$ cat config.mk
export PLATFORM = sky130hd
export DESIGN_NAME = fake_pcie_read_responder
export DESIGN_NICKNAME = d
export VERILOG_FILES = /design/src/rtl/fake_pcie_pkg.sv /design/src/rtl/fake_pcie_ar_fifo.sv /design/src/rtl/fake_pcie_read_responder.sv
export SDC_FILE = /design/constraint.sdc
export NUM_CORES = 1
export LEC_CHECK = 0
export BUFFER_PORTS_ARGS = -buffer_cell sky130_fd_sc_hd__buf_4
export CAP_MARGIN = 30
export CELL_PAD_IN_SITES_DETAIL_PLACEMENT = 1
export CELL_PAD_IN_SITES_GLOBAL_PLACEMENT = 1
export CORE_MARGIN = 3
export CORE_UTILIZATION = 35
export CTS_BUF_LIST = sky130_fd_sc_hd__clkbuf_16
export DETAILED_ROUTE_END_ITERATION = 7
export PLACE_DENSITY_LB_ADDON = 0.1
export SETUP_SLACK_MARGIN = 0.2
export SLEW_MARGIN = 10
export SYNTH_ARGS = -nofsm -noshare
export SYNTH_HDL_FRONTEND = slang
export SYNTH_SLANG_ARGS = --single-unit
$ cat constraint.sdc
create_clock -name clk -period 21.1 [get_ports clk]
set_input_delay 2.11 -clock clk [delete_from_list [all_inputs] [get_ports clk]]
set_output_delay 2.11 -clock clk [all_outputs]
set_load 0.005 [all_outputs]
$ cat src/rtl/fake_pcie_pkg.sv
// Shared constants and the AR queue entry type for the fake PCIe read responder.
package fake_pcie_pkg;

    localparam logic [1:0] RRESP_OKAY   = 2'b00;
    localparam logic [1:0] RRESP_SLVERR = 2'b10;

    localparam logic [1:0] BURST_FIXED = 2'b00;
    localparam logic [1:0] BURST_INCR  = 2'b01;
    localparam logic [1:0] BURST_WRAP  = 2'b10;

    // Widest ID/address an entry can hold; narrower ports are zero-extended on push.
    localparam int ENTRY_IW = 16;
    localparam int ENTRY_AW = 64;

    typedef struct packed {
        logic [ENTRY_IW-1:0] id;
        logic [ENTRY_AW-1:0] addr;
        logic [7:0]          len;
        logic [1:0]          burst;
        logic                size_ok;
    } ar_entry_t;

    typedef enum logic {
        R_IDLE  = 1'b0,
        R_BURST = 1'b1
    } r_state_t;

endpackage

$ cat src/rtl/fake_pcie_ar_fifo.sv
// Outstanding-AR queue: synchronous FIFO of ar_entry_t with same-cycle push and pop.
module fake_pcie_ar_fifo
    import fake_pcie_pkg::*;
#(
    parameter int DEPTH = 8
) (
    input  logic                   clk,
    input  logic                   resetn,
    input  logic                   push_i,
    input  ar_entry_t              wdata_i,
    input  logic                   pop_i,
    output ar_entry_t              rdata_o,
    output logic                   full_o,
    output logic                   empty_o,
    output logic [$clog2(DEPTH):0] count_o
);

    localparam int PW = $clog2(DEPTH);

    ar_entry_t     mem_q [DEPTH];
    logic [PW-1:0] wptr_q, wptr_d;
    logic [PW-1:0] rptr_q, rptr_d;
    logic [PW:0]   count_q, count_d;
    logic          do_push;
    logic          do_pop;

    // A push into a full queue is accepted only when a pop frees the slot that same cycle.
    always_comb begin
        do_pop  = pop_i && (count_q != '0);
        do_push = push_i && ((count_q != (PW+1)'(DEPTH)) || do_pop);
        wptr_d  = wptr_q;
        rptr_d  = rptr_q;
        if (do_push) begin
            wptr_d = wptr_q + PW'(1);
        end
        if (do_pop) begin
            rptr_d = rptr_q + PW'(1);
        end
        count_d = count_q + (PW+1)'(do_push) - (PW+1)'(do_pop);
    end

    always_ff @(posedge clk or negedge resetn) begin
        if (!resetn) begin
            wptr_q  <= '0;
            rptr_q  <= '0;
            count_q <= '0;
        end else begin
            wptr_q  <= wptr_d;
            rptr_q  <= rptr_d;
            count_q <= count_d;
        end
    end

    always_ff @(posedge clk) begin
        if (do_push) begin
            mem_q[wptr_q] <= wdata_i;
        end
    end

    assign rdata_o = mem_q[rptr_q];
    assign full_o  = (count_q == (PW+1)'(DEPTH));
    assign empty_o = (count_q == '0);
    assign count_o = count_q;

endmodule

$ cat src/rtl/fake_pcie_read_responder.sv
// AXI4 read slave standing in for the host PCIe bridge: queues AR requests and
// returns bursts whose data carries the beat address and beat index.
module fake_pcie_read_responder
    import fake_pcie_pkg::*;
#(
    parameter int DW        = 512,
    parameter int AW        = 64,
    parameter int IW        = 4,
    parameter int DEPTH     = 8,
    parameter int FIX_BEATS = 0
) (
    input  logic                   clk,
    input  logic                   resetn,
    input  logic [AW-1:0]          S_AXI_ARADDR,
    input  logic [IW-1:0]          S_AXI_ARID,
    input  logic [7:0]             S_AXI_ARLEN,
    input  logic [2:0]             S_AXI_ARSIZE,
    input  logic [1:0]             S_AXI_ARBURST,
    input  logic                   S_AXI_ARVALID,
    output logic                   S_AXI_ARREADY,
    output logic [DW-1:0]          S_AXI_RDATA,
    output logic [IW-1:0]          S_AXI_RID,
    output logic [1:0]             S_AXI_RRESP,
    output logic                   S_AXI_RLAST,
    output logic                   S_AXI_RVALID,
    input  logic                   S_AXI_RREADY,
    output logic [$clog2(DEPTH):0] outstanding,
    output logic [31:0]            bursts_done
);

    localparam int              OW         = $clog2(DEPTH) + 1;
    localparam logic [2:0]      SIZE_FULL  = 3'($clog2(DW / 8));
    localparam logic [AW-1:0]   BEAT_BYTES = AW'(DW / 8);
    localparam logic [7:0]      FIX_LEFT   = 8'((FIX_BEATS > 0) ? FIX_BEATS - 1 : 0);

    r_state_t      state_q, state_d;
    logic          rvalid_q, rvalid_d;
    logic [AW-1:0] beat_addr_q, beat_addr_d;
    logic [15:0]   beat_idx_q, beat_idx_d;
    logic [7:0]    beats_left_q, beats_left_d;
    logic [IW-1:0] rid_q, rid_d;
    logic [1:0]    burst_q, burst_d;
    logic [1:0]    rresp_q, rresp_d;
    logic          arready_q, arready_d;
    logic [OW-1:0] outstanding_q, outstanding_d;
    logic [31:0]   bursts_done_q, bursts_done_d;

    ar_entry_t     push_entry;
    ar_entry_t     head;
    logic          fifo_full;
    logic          fifo_empty;
    logic [OW-1:0] fifo_count;
    logic [OW-1:0] fifo_count_next;
    logic          fifo_pop;
    logic          ar_hs;
    logic          r_hs;
    logic          last_hs;
    logic          unused_fifo;

    assign ar_hs   = S_AXI_ARVALID && arready_q;
    assign r_hs    = rvalid_q && S_AXI_RREADY;
    assign last_hs = r_hs && (beats_left_q == 8'd0);

    always_comb begin
        push_entry         = '0;
        push_entry.id      = ENTRY_IW'(S_AXI_ARID);
        push_entry.addr    = ENTRY_AW'(S_AXI_ARADDR);
        push_entry.len     = S_AXI_ARLEN;
        push_entry.burst   = S_AXI_ARBURST;
        push_entry.size_ok = (S_AXI_ARSIZE == SIZE_FULL);
    end

    fake_pcie_ar_fifo #(
        .DEPTH(DEPTH)
    ) u_ar_fifo (
        .clk    (clk),
        .resetn (resetn),
        .push_i (ar_hs),
        .wdata_i(push_entry),
        .pop_i  (fifo_pop),
        .rdata_o(head),
        .full_o (fifo_full),
        .empty_o(fifo_empty),
        .count_o(fifo_count)
    );

    // Upper ID/address bits of an entry are always zero; full is implied by the registered ARREADY.
    assign unused_fifo = ^{head.id, head.addr, fifo_full};

    always_comb begin
        state_d      = state_q;
        rvalid_d     = rvalid_q;
        beat_addr_d  = beat_addr_q;
        beat_idx_d   = beat_idx_q;
        beats_left_d = beats_left_q;
        rid_d        = rid_q;
        burst_d      = burst_q;
        rresp_d      = rresp_q;
        fifo_pop     = 1'b0;

        case (state_q)
            R_IDLE: begin
                fifo_pop = !fifo_empty;
            end
            R_BURST: begin
                if (r_hs) begin
                    if (beats_left_q == 8'd0) begin
                        fifo_pop = !fifo_empty;
                        if (fifo_empty) begin
                            state_d  = R_IDLE;
                            rvalid_d = 1'b0;
                        end
                    end else begin
                        beat_idx_d   = beat_idx_q + 16'd1;
                        beats_left_d = beats_left_q - 8'd1;
                        case (burst_q)
                            BURST_FIXED:            beat_addr_d = beat_addr_q;
                            BURST_INCR, BURST_WRAP: beat_addr_d = beat_addr_q + BEAT_BYTES;
                            default:                beat_addr_d = beat_addr_q + BEAT_BYTES;
                        endcase
                    end
                end
            end
            default: begin
                state_d  = R_IDLE;
                rvalid_d = 1'b0;
            end
        endcase

        // Loading from IDLE or straight after a final beat keeps bursts back-to-back.
        if (fifo_pop) begin
            state_d      = R_BURST;
            rvalid_d     = 1'b1;
            beat_addr_d  = head.addr[AW-1:0];
            beat_idx_d   = 16'd0;
            beats_left_d = (FIX_BEATS > 0) ? FIX_LEFT : head.len;
            rid_d        = head.id[IW-1:0];
            burst_d      = head.burst;
            rresp_d      = head.size_ok ? RRESP_OKAY : RRESP_SLVERR;
        end
    end

    always_comb begin
        fifo_count_next = fifo_count + OW'(ar_hs) - OW'(fifo_pop);
        arready_d       = (fifo_count_next != OW'(DEPTH));
        outstanding_d   = outstanding_q + OW'(ar_hs) - OW'(last_hs);
        bursts_done_d   = bursts_done_q + 32'(last_hs);
    end

    always_ff @(posedge clk or negedge resetn) begin
        if (!resetn) begin
            state_q       <= R_IDLE;
            rvalid_q      <= 1'b0;
            beat_addr_q   <= '0;
            beat_idx_q    <= '0;
            beats_left_q  <= '0;
            rid_q         <= '0;
            burst_q       <= BURST_FIXED;
            rresp_q       <= RRESP_OKAY;
            arready_q     <= 1'b0;
            outstanding_q <= '0;
            bursts_done_q <= '0;
        end else begin
            state_q       <= state_d;
            rvalid_q      <= rvalid_d;
            beat_addr_q   <= beat_addr_d;
            beat_idx_q    <= beat_idx_d;
            beats_left_q  <= beats_left_d;
            rid_q         <= rid_d;
            burst_q       <= burst_d;
            rresp_q       <= rresp_d;
            arready_q     <= arready_d;
            outstanding_q <= outstanding_d;
            bursts_done_q <= bursts_done_d;
        end
    end

    always_comb begin
        S_AXI_RDATA              = '0;
        S_AXI_RDATA[DW-1 -: AW]  = beat_addr_q;
        S_AXI_RDATA[15:0]        = beat_idx_q;
    end

    assign S_AXI_ARREADY = arready_q;
    assign S_AXI_RID     = rid_q;
    assign S_AXI_RRESP   = rresp_q;
    assign S_AXI_RVALID  = rvalid_q;
    assign S_AXI_RLAST   = rvalid_q && (beats_left_q == 8'd0);
    assign outstanding   = outstanding_q;
    assign bursts_done   = bursts_done_q;

endmodule
Word-level counts from Yosys, hierarchy flattened
Memory sizes are Yosys's and may differ from the RTL's.
Index checks and enable logic that the tools add are counted.
Word-level totals
  bits in registers: 145
  RAM bits: 632
  input bits: 85
  output and inout port bits: 557
  word-level logic and storage cells: 81
  memories kept: 1
Cells by class
  $add $sub $neg: 12
  equality and inequality tests: 5
  multiplexer cells: 29
  bitwise operators: 1
  reduce and logical (&&, ||, !) cells: 19
Memories
  u_ar_fifo.mem_q: depth 8, bits a word 79, rd ports 1, clocked after Yosys merged registers in 0, write ports 1, RTL line fake_pcie_ar_fifo.sv:20  | ar_entry_t mem_q [DEPTH];
Operator list (number)
  two-way mux 64 bit: 5
  adder 64 x 7 -> 64 bit, second input constant: 1
  two-way mux 16 bit: 4
  adder 32 x 1 -> 32 bit: 1
  two-way mux 8 bit: 4
  adder 16 x 1 -> 16 bit, second input constant: 1
  two-way mux 1 bit: 14
  adder 4 x 1 -> 4 bit: 3
  subtractor 4 x 1 -> 4 bit: 3
  logical NOT 8 bit: 1
  != test 4 bit, second input constant: 2
  AND reduction 4 bit: 2
  nonzero test 2 bit: 4
  subtractor 8 x 1 -> 8 bit, second input constant: 1
  adder 3 x 1 -> 3 bit, second input constant: 2
  logical AND 1 bit: 6
  logical NOT 4 bit: 1
  != test 2 bit, second input constant: 2
  nonzero test 4 bit: 1
  == test 3 bit, second input constant: 1
  AND reduction 3 bit: 1
  logical NOT 2 bit: 1
  two-way mux 2 bit: 1
  case mux 1 bit (2 select lines): 1
  other kinds (3): 3

Depth between registers and ports, before layout
Gate-level depths: netlist of run 1.
  word-level depth: 10
  gate-level depth with buffers: 17
  depth with buffers taken out: 13

Hierarchy
Synthesis of run 1 repeated with hierarchy kept, for this count alone.
Unflattened totals
  cell total of the unflattened synthesis: 2349
  area, all modules: 38559.5 um2
By module, submodules not included
  fake_pcie_ar_fifo: times used 1, cells an instance 1112, area an instance 27935.5 um2, seq. area each 22111.2 um2
  fake_pcie_read_responder: times used 1, cells an instance 1237, area an instance 10623.9 um2, seq. area each 3353.2 um2

Least setup slack after synthesis of run 1
OpenSTA, ideal clock, no wires.
  path kind: in2reg
  from: input S_AXI_RREADY
  to: memory u_ar_fifo.mem_q[2][0] (netlist name), enable pin
  setup time: 0.630 ns
  arrival time: 8.747 ns
  required time: 20.470 ns
  path slack: 11.723 ns
  stages on the path: 6
  path buffers: 0
  cell sequence: nand2_1 o31ai_4 a31oi_1 inv_1 nand2b_1 nor3b_1
On the way
  cells in the longest elaborated chain, start to end: 8
RTL lines
  start: declaration: RTL line fake_pcie_read_responder.sv:26  | input logic S_AXI_RREADY,
  logical AND 1 bit: RTL line fake_pcie_read_responder.sv:61  | assign r_hs = rvalid_q && S_AXI_RREADY;
  two-way mux 1 bit: RTL line fake_pcie_read_responder.sv:106  | if (r_hs) begin
  case mux 1 bit (2 select lines): RTL line fake_pcie_read_responder.sv:101  | case (state_q)
  logical AND 1 bit: RTL line fake_pcie_ar_fifo.sv:29  | do_pop = pop_i && (count_q != '0);
  logical OR 1 bit: RTL line fake_pcie_ar_fifo.sv:30  | do_push = push_i && ((count_q != (PW+1)'(DEPTH)) || do_pop);
  logical AND 1 bit: RTL line fake_pcie_ar_fifo.sv:30
  net u_ar_fifo.do_push: RTL line fake_pcie_ar_fifo.sv:24  | logic do_push;
  two-way mux 1 bit: RTL line fake_pcie_ar_fifo.sv:55  | if (do_push) begin
  two-way mux 1 bit (implied by the code): RTL line fake_pcie_ar_fifo.sv:56  | mem_q[wptr_q] <= wdata_i;
  end: declaration: RTL line fake_pcie_ar_fifo.sv:20
The timed path passes the listed nets, and every way through them passes these cells.

Worst setup path in the final report of run 1
  from: input S_AXI_RREADY
  to: memory u_ar_fifo.mem_q[4][55] (netlist name), enable pin
The elaborated chain is that of the path after synthesis.

==> summary.md, run 1 <==
| Metric | Value |
|---|---|
| Beginning of the worst hold path | `bursts_done[31]$_DFF_PN0_` |
| Yosys warnings | `0` |
| Clock transition at path regs | `~0.050 ns` |
| FF-to-FF Start | `beats_left_q[0]$_DFFE_PN0P_` |
| Synth top area share | `54.67%` |
| Initial antenna violation count | `12` |
| Worst slew margin | `a little over a third` |
| CP arrival | `between 5 and 6 ns` |
| Die H | `320.9 um` |
| Clock Skew | `around 0.034 ns` |
| Mean post-synth cell area | `about 16 um2` |
| Root buffer cell | `clkbuf_16` |
| Bufs and invs on worst path | `4` |
| DR WL/cell | `24.91 um` |
| Overall Power | `roughly 3.8 mW` |
| Synth Cell Area | `~35,000 um2` |
| Drt first pass iters | `6` |
| First-pass GRT wire length | `136,600 um` |
| Share of cells above drive strength 1 | `a little under a quarter` |
| Final number of hold-violating endpoints | `0` |
| CTS Buf Count | `90` |
| Post-synth ARST share | `~19%` |
| Unrepaired setup endpoints after global routing | `no` |
| Post-CTS Resized | `0` |
| Max Freq | `~190 MHz` |
| Hold Worst Slack | `~0.47 ns` |
| VDD IR-drop max | `0.05266 mV` |
| Yosys reg bits | `roughly 780` |
| DRT antenna net count | `0` |
| CTS tree | `built` |
| Port bufs | `208` |
| Worst reg2reg path depth | `10` |
| Fin cells | `~3,800` |
| GP Congestion | `between 0.7 and 0.8` |
| Most used cell, CP | `buf_4` |
| Vias | `between 15,000 and 20,000` |
| Worst-margin pin slew | `between 0.9 and 1 ns` |
| Critical Path Start | `S_AXI_RREADY` |
| Cts hold-fix bufs | `0` |
| CP endpoint | `u_ar_fifo.mem_q[4][55]$_DFFE_PP_` |
| Synth area leader | `edfxtp_1` |
| WL final | `around 95,000 um` |
| Commonest non-fill, non-tap cell in the layout | `edfxtp_1` |
| Global Route Usage Sum | `17.96%` |
| Worst-Skew Late Latency | `around 0.66 ns` |
| Area contributors post-synth | `edfxtp_1, dfrtp_1, mux4_2, buf_4, a211oi_1` |
| Syn Inst Count | `approximately 2,200` |
| Setup bufs post-CTS | `0` |
| Number of synthesized flops with an enable pin | `between 600 and 700` |
| Fin. max-slew vios | `0` |
| Leakage | `between 10 and 15 nW` |
| Levels on crit path | `9` |
| Crit path kind | `input pin to flip-flop` |
| Critical Path, Cell by Cell | `buf_4 -> nand2_1 -> o31ai_4 -> a31oi_1 -> inv_1 -> nand2_1 -> nor3_2 -> buf_4 -> buf_4` |
| Layout area overhead | `12.84%` |
| # H-tree levels | `3` |
| Initial DRC Count | `around 1,200` |
| Chip width | `approximately 320 um` |
| CP max FO | `between 40 and 50` |
| Final nets | `roughly 2,600` |
| Worst EP required | `21.36 ns` |
| CP max stage delay | `0.74 ns` |
| Final Setup Violations | `0` |
| Initial core utilization | `approximately 36%` |
| Ys flop type | `edfxtp_1` |
| Vias in the first global route | `19,413` |
| CTS max path bufs | `3` |
| Remaining Overflow, GRT | `0` |
| PwrDens | `just under 100 nW/um2` |
| Post-Place Cells | `approximately 3,600` |
| Hold Crit Class | `flip-flop to flip-flop` |
| Status | `completed` |
| DRC errors left | `0` |
| Nature of the critical path startpoint | `input pin` |
| CTS sink cnt | `776` |
| Final HPWL DP | `approximately 62,000 um` |
| Number of I/O pins | `around 640` |
| Commonest non-fill, non-tap cells in the layout | `edfxtp_1, conb_1, buf_4, mux4_2, dfrtp_1` |
| Reg2Reg Capture Point | `u_ar_fifo.mem_q[4][55]$_DFFE_PP_` |
| Placement row count | `approximately 110` |
| CP delay by family, top | `buffers and inverters` |
| Max_cap viols | `0` |
| Largest net degree at the start of global routing | `between 80 and 90` |
| Setup TNS | `0 ns` |
| Post-layout util | `between 40% and 50%` |
| Worst path slowest cell | `buf_4` |
| Full die area | `103,000 um2` |
| Core Area | `slightly below 100,000 um2` |
| Minimum clock period | `between 5 and 6 ns` |
| Crit path capture type | `flip-flop` |
| Library cells used by synthesis | `68` |
| Final period util | `approximately 25%` |
| Sequential share of the synthesized area | `65.05%` |
| R2R Setup Slk | `between 15 and 20 ns` |
| Vias per cell | `a little under 5` |
power by group:
part           internal, mW  switching, mW  total (mW)
clock                 0.911          0.632        1.54
sequential             1.85         0.0434        1.89
combinational         0.114          0.242       0.355
flip-flops by register name (all words and copies together) (netlist names):
name and flops:
S_AXI_ARREADY 1, S_AXI_RID 4, S_AXI_RRESP 1, S_AXI_RVALID 1
beat_addr_q 64, beat_idx_q 16, beats_left_q 8, burst_q 2
bursts_done 32, outstanding 4, state_q 1, u_ar_fifo.count_o 4
u_ar_fifo.mem_q 632, u_ar_fifo.rptr_q 3, u_ar_fifo.wptr_q 3
synth_stat cells (21+ instances only):
| cell | count |
|---|---|
| edfxtp_1 | 632 |
| buf_4 | 440 |
| mux4_2 | 158 |
| dfrtp_1 | 144 |
| nand2_1 | 80 |
| a211oi_1 | 55 |
| clkbuf_1 | 47 |
| nor2_1 | 46 |
| nor2b_1 | 45 |
| xnor2_1 | 43 |
| nand3_1 | 39 |
| inv_1 | 38 |
| buf_2 | 34 |
| a21oi_1 | 33 |
| nor3_1 | 33 |
| nand4_1 | 30 |
| o21ai_0 | 28 |
| a31oi_1 | 26 |
| mux2i_1 | 25 |
| o31ai_1 | 22 |
| or4_1 | 22 |
| ha_1 | 21 |
cell type report:
type                    instances  area, um2
repair buffers                241       1883
multi-input cells            1293       9980
clock inverters                76      629.4
flip-flops and latches        776      22590
well taps                    1276       1597
clock buffers                  93       2327
inverters                      39      146.4
fillers                      9874      58400
diodes                          5      12.51
per-stage QoR:
stage	instance area [um2]	setup WS (ns)
CTS	39120	15.75
global route	39160	15.50
finish	39170	15.80
global placement	36110	15.18
floorplan	36330	11.72
detailed placement	36170	15.07
worst min-delay path by stage:
| stage | to | slack, ns | depth (start not counted) |
|---|---|---|---|
| floorplan | burst_q[1]$_DFFE_PN0N_ | 0.45 | 2 |
| global placement | bursts_done[31]$_DFF_PN0_ | 0.46 | 1 |
| detailed placement | bursts_done[31]$_DFF_PN0_ | 0.47 | 1 |
| CTS | bursts_done[31]$_DFF_PN0_ | 0.48 | 1 |
| global route | bursts_done[31]$_DFF_PN0_ | 0.50 | 1 |
| finish | bursts_done[31]$_DFF_PN0_ | 0.47 | 1 |
routing by layer:
| layer | vias to the layer above | wire [um] | global-route usage, % |
|---|---|---|---|
| met5 | - | 47 | 0 |
| met4 | 6 | 1526 | 4.650 |
| met3 | 109 | 5536 | 4.033 |
| met2 | 538 | 47550 | 30.40 |
| met1 | 9844 | 39990 | 23.41 |
| li1 | 8037 | - | - |
cell families after synthesis:
logic type	Yosys count	synth area share [%]
other cells	1	0.01080
mux	193	11.30
simple gates	367	5.818
fa+ha+maj	24	0.9300
flops	776	65.05
xor+xnor	63	1.590
compound gates	213	4.289
buf+inv	563	11.01
(Power assumes the default switching activity.)
==> run 2: changes to the inputs <==
==> constraint.sdc (replaced) <==
create_clock -name clk -period 4.58 [get_ports clk]
set_input_delay 0.458 -clock clk [delete_from_list [all_inputs] [get_ports clk]]
set_output_delay 0.458 -clock clk [all_outputs]
set_load 0.005 [all_outputs]
==> run 2 against run 1 <==
Against the previous run:
- clock power grew to 4.4 times the previous value
- clock skew is 0.0054 ns higher
- flip-flop and latch count stayed put
- critical path type is now flip-flop to flip-flop
==> summary.md, run 2 (synthesis results as in run 1) <==
| Metric | Value |
|---|---|
| CTS max path bufs | `3 (unchanged)` |
| Largest net degree at the start of global routing | `82 (-1.2%)` |
| Clock transition at path regs | `0.06 ns (about the same)` |
| Placement row count | `114 (unchanged)` |
| DRC errors left | `0 (unchanged)` |
| Final period util | `around three quarters` |
| Leakage | `14.33 nW (+1.2%)` |
| Vias | `18,659 (+0.67%)` |
| # H-tree levels | `3 (unchanged)` |
| DRT antenna net count | `0 (unchanged)` |
| Clock Skew | `0.03978 ns (+0.005401 ns)` |
| Max FFs per register | `632 (unchanged)` |
| Initial core utilization | `35.58% (unchanged)` |
| Most used cell, CP | `ha_1` |
| Bufs and invs on worst path | `3 (-1)` |
| Core Area | `97,560 um2 (unchanged)` |
| Global Route Usage Sum | `17.74% (-0.22 points)` |
| PwrDens | `435.1 nW/um2 (+350%)` |
| WL final | `93,640 um (-1.1%)` |
| DR WL/cell | `24.40 um (-2.1%)` |
| VDD IR-drop max | `0.3759 mV (+610%)` |
| Layout area overhead | `14.01%` |
| Worst-Skew Late Latency | `0.65 ns (about the same)` |
| CP max FO | `29 (-33%)` |
| CTS Buf Count | `88 (-2.2%)` |
| Commonest non-fill, non-tap cell in the layout | `edfxtp_1` |
| Vias per cell | `4.863 (-0.32%)` |
| GRT met1 Usage | `23.10% (-0.31 points)` |
| Final HPWL DP | `60,560 um (-2.6%)` |
| Max Freq | `287.8 MHz` |
| GP Congestion | `0.7618 (+1.8%)` |
| Final Setup Violations | `0 (unchanged)` |
| Root buffer cell | `clkbuf_16` |
| Unrepaired setup endpoints after global routing | `no` |
| Met2 Use GR | `29.88% (-0.52 points)` |
| Full die area | `103,000 um2 (unchanged)` |
| CP arrival | `3.97 ns (-1.59 ns)` |
| Minimum clock period | `about 3.5 ns` |
| Port bufs | `208 (unchanged)` |
| Most flop-heavy register | `u_ar_fifo.mem_q` |
| Vias in the first global route | `19,442 (+0.15%)` |
| Chip width | `320.9 um (unchanged)` |
| Status | `completed` |
| Max_cap viols | `0 (unchanged)` |
| Hold Crit Class | `input pin to flip-flop` |
| Setup TNS | `0 ns (unchanged)` |
| Final nets | `2,592 (+1.6%)` |
| Setup bufs post-CTS | `0 (unchanged)` |
| Most Crowded Layer GR | `met2` |
| Commonest non-fill, non-tap cells in the layout | `edfxtp_1, conb_1, buf_4, mux4_2, dfrtp_1` |
| Initial DRC Count | `1,152 (-1.6%)` |
| Share of cells above drive strength 1 | `21.89% (-0.82 points)` |
| Initial antenna violation count | `5 (-7)` |
| Fin. max-slew vios | `0 (unchanged)` |
| Post-CTS Resized | `0 (unchanged)` |
| Worst path slowest cell | `or4b_1` |
| Die H | `320.9 um (unchanged)` |
| Cts hold-fix bufs | `37 (+37)` |
| Worst slew margin | `32.40% (-3.3 points)` |
| Crit path kind | `flip-flop to flip-flop` |
| Worst EP required | `5.08 ns (-16.28 ns)` |
| Remaining Overflow, GRT | `0 (unchanged)` |
| Worst-margin pin slew | `1.005 ns (+0.04073 ns)` |
| CP delay by family, top | `simple AND/OR/NAND/NOR gates` |
| Drt first pass iters | `4 (-2)` |
| First-pass GRT wire length | `135,200 um (-1.0%)` |
| Placed Instance Area | `36,410 um2 (+0.67%)` |
| Final number of hold-violating endpoints | `0 (unchanged)` |
| Crit path capture type | `flip-flop` |
| Nature of the critical path startpoint | `flip-flop` |
| CTS sink cnt | `776 (unchanged)` |
| Critical Path, Cell by Cell | `inv_1 -> ha_1 -> or4b_1 -> o31ai_4 -> nand2_4 -> inv_2 -> ha_1 -> inv_1 -> ha_1 -> a21o_1 -> a21oi_1 -> xor2_1 -> nand4b_1` |
| Fin area | `39,580 um2 (+1.0%)` |
| CP max stage delay | `0.61 ns (-0.13 ns)` |
| CTS tree | `built` |
| Number of I/O pins | `642 (unchanged)` |
| Routing usage on met3 | `4.404% (+0.37 points)` |
run 2: area by class of cell:
type / instances / area, um2
Antenna cell: 3 / 7.507
Clock buffer: 89 / 2227
Clock inverter: 76 / 555.5
Fill cell: 9877 / 57990
Inverter: 39 / 146.4
Multi-Input combinational cell: 1293 / 10030
Sequential cell: 776 / 22590
Tap cell: 1276 / 1597
Timing Repair Buffer: 285 / 2419
run 2: metrics by stage:
step / std cells / hold WS, ns / power [mW] / worst slack [ns] / util, %
final: 3837 / 0.04792 / 17.22 / 1.105 / 40.57
after global routing: 3837 / 0.01200 / 17.95 / 0.8342 / 40.57
after CTS: 3833 / 0.0004295 / 17.48 / 1.078 / 40.55
after detailed placement: 3631 / 0.4671 / 10.63 / 1.110 / 37.32
after global placement: 3630 / 0.4634 / 10.56 / 1.120 / 37.29
after floorplan: 2632 / 0.1624 / 10.09 / 0.1136 / -
run 2: final timing paths:
check	from	endpoint	slack [ns]	depth (start not counted)
worst max-delay path	beats_left_q[0]$_DFFE_PN0P_	S_AXI_ARREADY$_DFF_PN0_	1.11	13
worst min-delay path	S_AXI_ARLEN[3]	u_ar_fifo.mem_q[0][6]$_DFFE_PP_	0.05	1
worst max register to register	beats_left_q[0]$_DFFE_PN0P_	S_AXI_ARREADY$_DFF_PN0_	1.11	13
worst min register to register	bursts_done[31]$_DFF_PN0_	bursts_done[31]$_DFF_PN0_	0.47	1
max in group asynchronous	resetn	beat_addr_q[42]$_DFFE_PN0P_	3.13	3
min in group asynchronous	resetn	S_AXI_RID[0]$_DFFE_PN0N_	0.38	2
run 2: power by group:
group	leakage, nW	internal, mW	switching, mW	total (mW)
Combinational	5.27	0.582	1.14	1.73
Sequential	7.59	8.53	0.218	8.74
Clock	1.48	3.88	2.87	6.75
run 2: routing by layer:
metal  vias up  part of all wire (%)
met5         -                     0
met1      9857                    42
met4         0                   2.1
met2       551                    49
li1       8136                     -
met3       115                   6.4
